`config.mk`:
```
export PLATFORM = sky130hd
export DESIGN_NAME = float_argmax_stream
export DESIGN_NICKNAME = d
export VERILOG_FILES = /design/src/rtl/float_argmax_stream.sv
export SDC_FILE = /design/constraint.sdc
export NUM_CORES = 1
export LEC_CHECK = 0
export ABC_AREA = 1
export BUFFER_PORTS_ARGS = -buffer_cell sky130_fd_sc_hd__buf_2
export CAP_MARGIN = 0
export CORE_UTILIZATION = 50
export DETAILED_ROUTE_END_ITERATION = 16
export PLACE_DENSITY_LB_ADDON = 0.1
export SYNTH_ARGS = -nofsm -noshare
export SYNTH_HDL_FRONTEND = slang
export SYNTH_SLANG_ARGS = --single-unit
```
`constraint.sdc`:
```
create_clock -name clk -period 2.4 [get_ports clk]
set_clock_uncertainty 0.15 [all_clocks]
set_input_delay 0.24 -clock clk [delete_from_list [all_inputs] [get_ports clk]]
set_output_delay 0.24 -clock clk [all_outputs]
set_load 0.02 [all_outputs]
```
`src/rtl/float_argmax_stream.sv`:
```
// float_argmax_stream
//   Streams N IEEE-754 single-precision values (one per in_valid/in_ready
//   handshake), tracks the running maximum and the arrival index of its
//   first occurrence, and presents {out_max, out_idx} until consumed.
//
// Ports:
//   clk        rising-edge clock
//   rst        synchronous, active-high reset (aborts any run, no output)
//   start      one-cycle pulse, begins a run from IDLE
//   in_valid   in_data is valid
//   in_ready   element can be accepted this cycle (COLLECT only)
//   in_data    32-bit float element
//   out_valid  result valid, held until out_ready
//   out_ready  downstream accepts the result
//   out_max    maximum float of the run
//   out_idx    0-based arrival index of out_max
//   busy       high while collecting or holding a result
module float_argmax_stream #(
    parameter int N     = 10,
    parameter int IDX_W = $clog2(N)
) (
    input  logic             clk,
    input  logic             rst,
    input  logic             start,
    input  logic             in_valid,
    output logic             in_ready,
    input  logic [31:0]      in_data,
    output logic             out_valid,
    input  logic             out_ready,
    output logic [31:0]      out_max,
    output logic [IDX_W-1:0] out_idx,
    output logic             busy
);

    typedef enum logic [1:0] {
        IDLE    = 2'd0,
        COLLECT = 2'd1,
        DONE    = 2'd2
    } state_t;

    state_t           state;
    state_t           state_nxt;
    logic [IDX_W-1:0] cnt;
    logic             accept;
    logic             last_beat;
    logic             first_beat;
    logic             cur_ge_in;
    logic             take_new;

    // Ordering on raw bits: sign first, then exponent, then mantissa, with
    // magnitude comparisons inverted for negative values. Identical patterns
    // compare as >=, so a tie never displaces the earlier element.
    function automatic logic float_ge(input logic [31:0] a, input logic [31:0] b);
        logic result;
        if (a == b) begin
            result = 1'b1;
        end else if (a[31] != b[31]) begin
            result = ~a[31];
        end else if (a[30:23] != b[30:23]) begin
            result = (a[30:23] > b[30:23]) ^ a[31];
        end else begin
            result = (a[22:0] > b[22:0]) ^ a[31];
        end
        return result;
    endfunction

    // Handshake / element bookkeeping
    always_comb begin
        accept     = (state == COLLECT) && in_valid;
        first_beat = (cnt == '0);
        last_beat  = accept && (cnt == IDX_W'(N - 1));
        cur_ge_in  = float_ge(out_max, in_data);
        take_new   = accept && (first_beat || !cur_ge_in);
    end

    // State register
    always_ff @(posedge clk) begin
        if (rst) begin
            state <= IDLE;
        end else begin
            state <= state_nxt;
        end
    end

    // Next-state logic
    always_comb begin
        state_nxt = state;
        case (state)
            IDLE: begin
                if (start) begin
                    state_nxt = COLLECT;
                end
            end
            COLLECT: begin
                if (last_beat) begin
                    state_nxt = DONE;
                end
            end
            DONE: begin
                // start is deliberately not looked at here: a start coinciding
                // with out_ready is dropped, not queued.
                if (out_ready) begin
                    state_nxt = IDLE;
                end
            end
            default: begin
                state_nxt = IDLE;
            end
        endcase
    end

    // Output decode
    always_comb begin
        in_ready  = 1'b0;
        out_valid = 1'b0;
        busy      = 1'b0;
        case (state)
            COLLECT: begin
                in_ready = 1'b1;
                busy     = 1'b1;
            end
            DONE: begin
                out_valid = 1'b1;
                busy      = 1'b1;
            end
            default: begin
                in_ready  = 1'b0;
                out_valid = 1'b0;
                busy      = 1'b0;
            end
        endcase
    end

    // Datapath: element counter and running max/index. The result registers
    // double as the outputs, so they keep the previous result through IDLE
    // and are first overwritten by element 0 of the next run.
    always_ff @(posedge clk) begin
        if (rst) begin
            cnt     <= '0;
            out_max <= '0;
            out_idx <= '0;
        end else begin
            if (state == IDLE && start) begin
                cnt <= '0;
            end else if (accept) begin
                cnt <= last_beat ? '0 : cnt + IDX_W'(1);
            end

            if (take_new) begin
                out_max <= in_data;
                out_idx <= cnt;
            end
        end
    end

endmodule

```
Word level (Yosys, flattened, before mapping)
Cells that the tools add are included.

Equal/unequal tests: 9. Reductions and logical operators: 11. Multiplexer cells: 11. Bitwise gates (word level): 3. Order comparisons: 2. Add/subtract/negate cells: 1.

Operators by type and width (number): $eq 32x32->1 (1); $gt 23x23->1 (1); $gt 8x8->1 (1); $ne 8x8->1 (1); $mux 1 (6); $mux 2 (3); $ne 2x2->1 const B (3); $pmux 2 s3 (1); $add 4x1->4 const B (1); $eq 4x4->1 const B (1); $logic_and 1x1->1 (4); $logic_not 4->1 (1); $mux 4 (1); $reduce_or 2->1 (2); $reduce_and 3->1 (1); $eq 2x1->1 const B (1); $eq 2x2->1 const B (1); $logic_not 2->1 (1); $xor 1x1->1 (2); $logic_not 1->1 (1); $logic_or 1x1->1 (1); $ne 1x1->1 (1); $not 1->1 (1).

Bits in registers: 42. Bits of input ports: 37.

Logic depth before layout (Yosys ltp)
Gate-level depths: netlist (run 1).

Word-level depth: 8. Depth in mapped cells: 19.

Worst setup path after synthesis (run 1)
No wires, ideal clock.

Path type: register to register. Start: reg out_max[22]. End: reg out_max[31]. Cell stages (with the launch flop): 18. Buffers on the path: 1. Data arrival time: 1.849 ns. Path slack: 0.286 ns. Library setup time: 0.115 ns. Period minus slack after synthesis: 2.114 ns. Path through: dfxtp_1 ha_1 nand2_1 nor2_2 nand2_1 inv_2 nand2_1 nor2_2 nor2_1 nand2_1 nand2_1 nand2_1 nand3_2 nand2_4 buf_6 nand3b_1 nand2_1 nor2_1.

Word-level cells in the longest chain between the ends: 8.

RTL lines: start: declaration (line 30) `output logic [31:0] out_max,`; start signal: assignment (line 150) `out_max <= in_data;`; $gt 23x23->1 (line 62) `result = (a[22:0] > b[22:0]) ^ a[31];`; $xor 1x1->1 (line 62); $mux 1 (line 59) `end else if (a[30:23] != b[30:23]) begin`; $mux 1 (line 57) `end else if (a[31] != b[31]) begin`; $mux 1 * (line 55) `if (a == b) begin`; $logic_not 1->1 * (line 73) `take_new = accept && (first_beat || !cur_ge_in);`; $logic_or 1x1->1 * (line 73); $logic_and 1x1->1 * (line 73).

Every way passes the cells marked *; elsewhere a longest branch is shown, timed or not. A chain may end at the register's enable or synchronous reset.

Worst setup path after layout (run 1)
Start: reg out_max[2]. End: reg out_max[26].

Same word-level chain as after synthesis.

==> flow_metrics.tcl, run 1 <==
set metrics [dict create \
    finalWirelength_um 6610 \
    worst_ep_arrival_time_ns 2.31 \
    die_width_um 76.6 \
    start_util_pct 53.1 \
    overflow 0 \
    grt_max_degree 58 \
    r2r_start "out_max[2]" \
    ys.flop_type "dfxtp_1" \
    critical_path_required_ns 2.45 \
    timing.fmax_mhz 442 \
    seqCellArea_um2 847 \
    diodes 0 \
    crit_chain "ha_1 > nand4_1 > nand3b_1 > nor2_2 > buf_4 > nand4_1 > nand3_4 > nand2_8 > clkbuf_16 > a21oi_1 > nor2_1" \
    drc 0 \
    rsz0062_at_grt "yes" \
    synth_commonest_cells "nand2_1 (90), inv_1 (56), nor2_1 (51)" \
    fin_cells 554 \
    clock_sinks 42 \
    drive_above_1_share_pct 25.8 \
    yosysMostFrequentCell "nand2_1" \
    vias 2735 \
    yosysTopAreaCell "dfxtp_1" \
    maxSlewHeadroom_pct 59.6 \
    critical_path_class "reg2reg" \
    p_clk_share_pct 20.1 \
    grt_pass1_wl_um 10400 \
    crit_family "simple AND/OR/NAND/NOR gates" \
    switching_power_uw 1210 \
    clock_path_buffers 2 \
    p_leak_uw 0.00194 \
    fin_util_pct 68.3 \
    first_pass_iters 4 \
    maxCapViolCount 0 \
    min_path_type "in2reg" \
    fin_area_mm2 0.00358 \
    crit_path_max_fanout 8 \
    viasPerCell 4.94 \
    synth_top_area_share_pct 30.2 \
    yosysUniqueCellTypes 23 \
    grt_antenna_before_repair 0 \
    placed_area_mm2 0.00320 \
    layout-area-overhead-vs-synth_pct 28.8 \
    clkSlewWorstSetupHoldPaths_ns 0.08 \
    multi_input_area_mm2 0.00172 \
    die_area_mm2 0.00586 \
    crit_path_end_kind "flip-flop" \
    power_frac_comb_pct 46.7 \
    tightest_slew_ns 0.606 \
    p_int_uw 1740 \
    portBuffers 75 \
    cpMostUsedCell "nand4_1" \
    hold_viol_final 0 \
    ys_seq_elements 42 \
    wl_per_cell_um 11.9 \
    io_pins 76 \
    core-area_mm2 0.00524 \
    dp_hpwl_um 4320 \
    place_inst 540 \
    ys_warn_count 0 \
    place.gp.congestion 0.782 \
    synth_edf_count 0 \
    p_per_area_mw_per_mm2 825 \
    insertion_delay_ns 0.30 \
    slew_viol_final 0 \
    min_period_over_period_pct 94.3 \
    setup_viol 0 \
    final.min_clock_period_ns 2.26 \
    synth_area_mm2 0.00278 \
    synth_nets 482 \
    cpMaxStageDelayCell "dfxtp_1" \
    nNetsFinal 559 \
    ant_nets 0 \
    status "finished clean" \
    htreeDepth 2 \
    cts-root-buf "clkbuf_8" \
    cpPeakStageDelay_ns 0.34 \
    grt_pass1_vias 2396 \
    cp-start-kind "flip-flop" \
    synth.avg_cell_area_um2 6.83 \
    drt_iter0_drc 84 \
    synth_cells 407 \
    grt_usage_pct 21.8 \
    switching_share_pct 41.1 \
    holdCritStartpoint "rst" \
    startpoint "out_max[2]" \
    p_seq_share_pct 33.2 \
    numCtsBuffers 5 \
    synth_area_leaders "dfxtp_1 (30%), ha_1 (17%), nand2_1 (12%)" \
    die_h_um 76.6 \
    cp_num_buf_inv 2 \
    ys_seq_area_share_pct 30.2 \
    std_cell_rows 26 \
    n_fill_cell 463 \
    peakVddDrop_v 0.000482 \
    synthArstFlopShare_pct 0 \
    cts_tree "built" \
]
-- final cells by class --
type	count	area share (%)
flip-flops and latches	42	23.7
clock buffers	6	2.31
well taps	70	2.45
inverters	57	5.98
repair buffers	88	16.6
multi-input cells	290	48.2
clock inverters	1	0.839
-- through the flow --
stage | hold slack, ns | setup TNS (ns) | power [uW] | setup slack [ns]
6_report | 0.0661 | 0 | 2950 | 0.136
5_1_grt | 0.0776 | -0.283 | 3180 | -0.0348
4_1_cts | 0.0598 | 0 | 2820 | 0.133
3_5_place_dp | 0.340 | 0 | 2230 | 0.100
3_3_place_gp | 0.318 | 0 | 2200 | 0.137
2_1_floorplan | 0.260 | 0 | 1900 | 0.286
-- state kept, by name (all words and copies together), names as in the netlist --
signal   count
out_max     32
cnt          4
out_idx      4
state        2
-- metal layers --
| metal | vias up | share of wire, % | GRT usage (%) |
|---|---|---|---|
| li1 | 1452 | - | - |
| met1 | 1221 | 48 | 26.9 |
| met2 | 56 | 48 | 37.3 |
| met3 | 6 | 3.6 | 4.67 |
| met4 | 0 | 1.0 | 7.31 |
| met5 | - | 0 | 0 |
-- timing repair --
action | in CTS | in global routing
hold buffers | 0 | 0
setup buffers | 0 | 1
gates resized for setup | 0 | 31
setup endpoints to repair | 0 | 35
-- power groups by stage --
stage	Sequential (uW)	Clock [uW]	Combinational, uW
4_1_cts	966	603	1250
3_5_place_dp	980	0	1250
2_1_floorplan	1130	0	776
3_3_place_gp	978	0	1220
6_report	981	592	1380
5_1_grt	1000	628	1550
-- path summary, 6_finish.rpt --
path | endpoint | slack [ns] | cells after the start
worst min-delay path | cnt[1] | 0.07 | 4
worst max-delay path | out_max[26] | 0.14 | 11
worst max register to register | out_max[26] | 0.14 | 11
worst min register to register | out_max[21] | 0.35 | 2
-- cells by family (layout without fill, tap and decap cells) --
family	Yosys count	count (layout)	share of synthesized area (%)
AND/OR/NAND/NOR	194	195	29.7
buffers and inverters	76	152	12.2
AO/OA/AOI/OAI	55	55	10.1
flip-flops	42	42	30.2
adder cells (fa/ha/maj)	38	38	17.1
XOR/XNOR	2	2	0.630
-- cell usage in the layout (no fill, tap or decap), drive strengths merged --
cell and n:
nand2 92, buf 84, inv 57, nor2 53
a21oi 50, dfxtp 42, nand3 40, ha 38
clkbuf 10, nand3b 5, nand4 3, o21ai 3
a21o 1, xnor2 1, o221ai 1, nor3b 1
xor2 1, nor3 1, bufinv 1
-- tightest hold or removal path, stage by stage --
cell and delay [ns]:
buf_2 0.09, a21oi_1 0.04, inv_1 0.07, a21oi_1 0.04
Power figures use the tool's default switching activity.
==> run 2, diff against run 1 <==
CORE_UTILIZATION = 48   (was 50)
clock period = 1.95 ns   (was 2.4 ns; I/O delays follow)
==> flow_metrics.tcl, run 2 (same netlist as run 1, synthesis figures left out) <==
set metrics [dict create \
    status "finished, violations left" \
    violations "setup timing" \
    min_period_over_period_pct 117 \
    clkSlewWorstSetupHoldPaths_ns 0.08 \
    layout-area-overhead-vs-synth_pct 50.1 \
    overflow 0 \
    crit_chain "ha_4 > nand2_4 > nor2_4 > nand2_2 > inv_2 > nand2_2 > nor2_2 > buf_4 > nand4_1 > nand3_4 > nand2_8 > clkbuf_16 > a21oi_1 > nor2_1" \
    fin_cells 599 \
    crit_path_end_kind "flip-flop" \
    finalWirelength_um 7570 \
    reg_top3 "out_max x32, cnt x4, out_idx x4" \
    die_width_um 78.1 \
    largest_register "out_max" \
    mostFrequentLayoutCell "nand2_1" \
    tightest_slew_ns 0.497 \
    holdPathStages 4 \
    drc 0 \
    vias 3000 \
    htreeDepth 2 \
    diodes 0 \
    portBuffers 75 \
    dp_hpwl_um 4670 \
    largest_register_ffs 32 \
    final.min_clock_period_ns 2.28 \
    slew_viol_final 0 \
    clock_sinks 42 \
    grt_max_degree 75 \
    io_pins 76 \
    cp-start-kind "flip-flop" \
    drive_above_1_share_pct 41.7 \
    switching_share_pct 42.1 \
    switching_power_uw 1650 \
    insertion_delay_ns 0.30 \
    grt_usage_pct 22.0 \
    min_path_type "in2reg" \
    fin_hold_ws_ns 0.0270 \
    drt_iter0_drc 154 \
    placed_area_mm2 0.00365 \
    worst_ep_arrival_time_ns 2.32 \
    rsz0062_at_grt "yes" \
    fin_area_mm2 0.00417 \
    wl_per_cell_um 12.6 \
    cpMaxStageDelayCell "dfxtp_4" \
    reg2reg_depth 14 \
    hold_viol_final 0 \
    die_area_mm2 0.00610 \
    clock_path_buffers 2 \
    core-area_mm2 0.00554 \
    p_per_area_mw_per_mm2 941 \
    std_cell_rows 27 \
    timing.fmax_mhz 438 \
    p_seq_share_pct 31.0 \
    p_clk_share_pct 14.1 \
    die_h_um 78.1 \
    setup_viol 36 \
    place.gp.congestion 0.760 \
    first_pass_iters 4 \
    critical_path_required_ns 1.99 \
    timing.final.ws_setup_ns -0.332 \
    peakVddDrop_v 0.000730 \
    cpMostUsedCell "nand2_2" \
    cts_tree "built" \
    numCtsBuffers 5 \
    place_inst 584 \
    layout_common_cells "nand2_1 (76), buf_2 (75), inv_1 (54), buf_4 (45), nor2_1 (44)" \
    grt_antenna_before_repair 0 \
    maxSlewHeadroom_pct 66.8 \
    start_util_pct 50.2 \
    detailedPlace.worstSlack_ns -0.264 \
    cpPeakStageDelay_ns 0.36 \
    maxCapViolCount 0 \
    power_frac_comb_pct 54.9 \
    ant_nets 0 \
    viasPerCell 5.01 \
    nNetsFinal 602 \
    crit_path_max_fanout 8 \
    grt_pass1_wl_um 10800 \
    tns_ns -10.25 \
    critical_path_class "reg2reg" \
    p_int_uw 2280 \
    cts-root-buf "clkbuf_8" \
    grt_pass1_vias 2606 \
    p_leak_uw 0.00217 \
]
run 2: cell count changes in the layout (fill, tap and decap cells not counted), moves of 5 or more:
cell,delta
dfxtp_2,+12
nand3_2,+5
ha_4,+13
nand3_1,-5
nand2_1,-11
buf_4,+42
nand2_2,+8
ha_1,-14
dfxtp_1,-15
run 2: worst paths after layout:
kind,start,endpoint,slack [ns]
setup reg to reg,out_max[20],out_max[4],-0.33
hold / removal,rst,cnt[1],0.03
hold reg to reg,out_idx[3],out_idx[3],0.34
setup / recovery,out_max[20],out_max[4],-0.33
run 2: power groups by stage:
stage | Combinational, uW | Sequential, uW | Clock, uW
after global placement | 1790 | 1200 | 0
after detailed placement | 1820 | 1200 | 0
after floorplan | 986 | 1420 | 0
final | 2160 | 1220 | 555
after CTS | 1890 | 1190 | 570
after global routing | 2370 | 1240 | 596
run 2: timing repair:
action	in CTS	in global routing
pin swaps	0	15
gates cloned	2	4
setup buffers	1	1
resized for setup	12	47
setup endpoints to repair	36	38
hold buffers	0	0
run 2: layout make-up:
| class | instances | area (um2) |
|---|---|---|
| Clock buffer | 5 | 68.8 |
| Multi-Input combinational cell | 290 | 1990 |
| Tap cell | 72 | 90.1 |
| Fill cell | 408 | 1370 |
| Clock inverter | 2 | 10.0 |
| Timing Repair Buffer | 131 | 925 |
| Inverter | 57 | 214 |
| Sequential cell | 42 | 873 |
run 2: routing by layer:
| metal | vias to the layer above | global-route usage (%) | routed length [um] |
|---|---|---|---|
| met1 | 1353 | 25.4 | 3270 |
| met4 | 0 | 5.93 | 87 |
| li1 | 1546 | - | - |
| met3 | 8 | 4.77 | 371 |
| met2 | 93 | 40.5 | 3840 |
| met5 | - | 0 | 0 |
run 2: worst max-delay path: cells and delay by family (launching register included):
family                   cells  cell delay, ns
AND/OR/NAND/NOR              9            0.90
AO/OA/AOI/OAI                1            0.14
flip-flops                   1            0.36
adder cells (fa/ha/maj)      1            0.27
buffers and inverters        3            0.36
run 2: per-stage QoR:
stage	util, %	power [uW]
3_3_place_gp	66.0	2990
4_1_cts	69.3	3650
2_1_floorplan	-	2410
6_report	75.3	3930
5_1_grt	75.3	4200
3_5_place_dp	66.0	3020
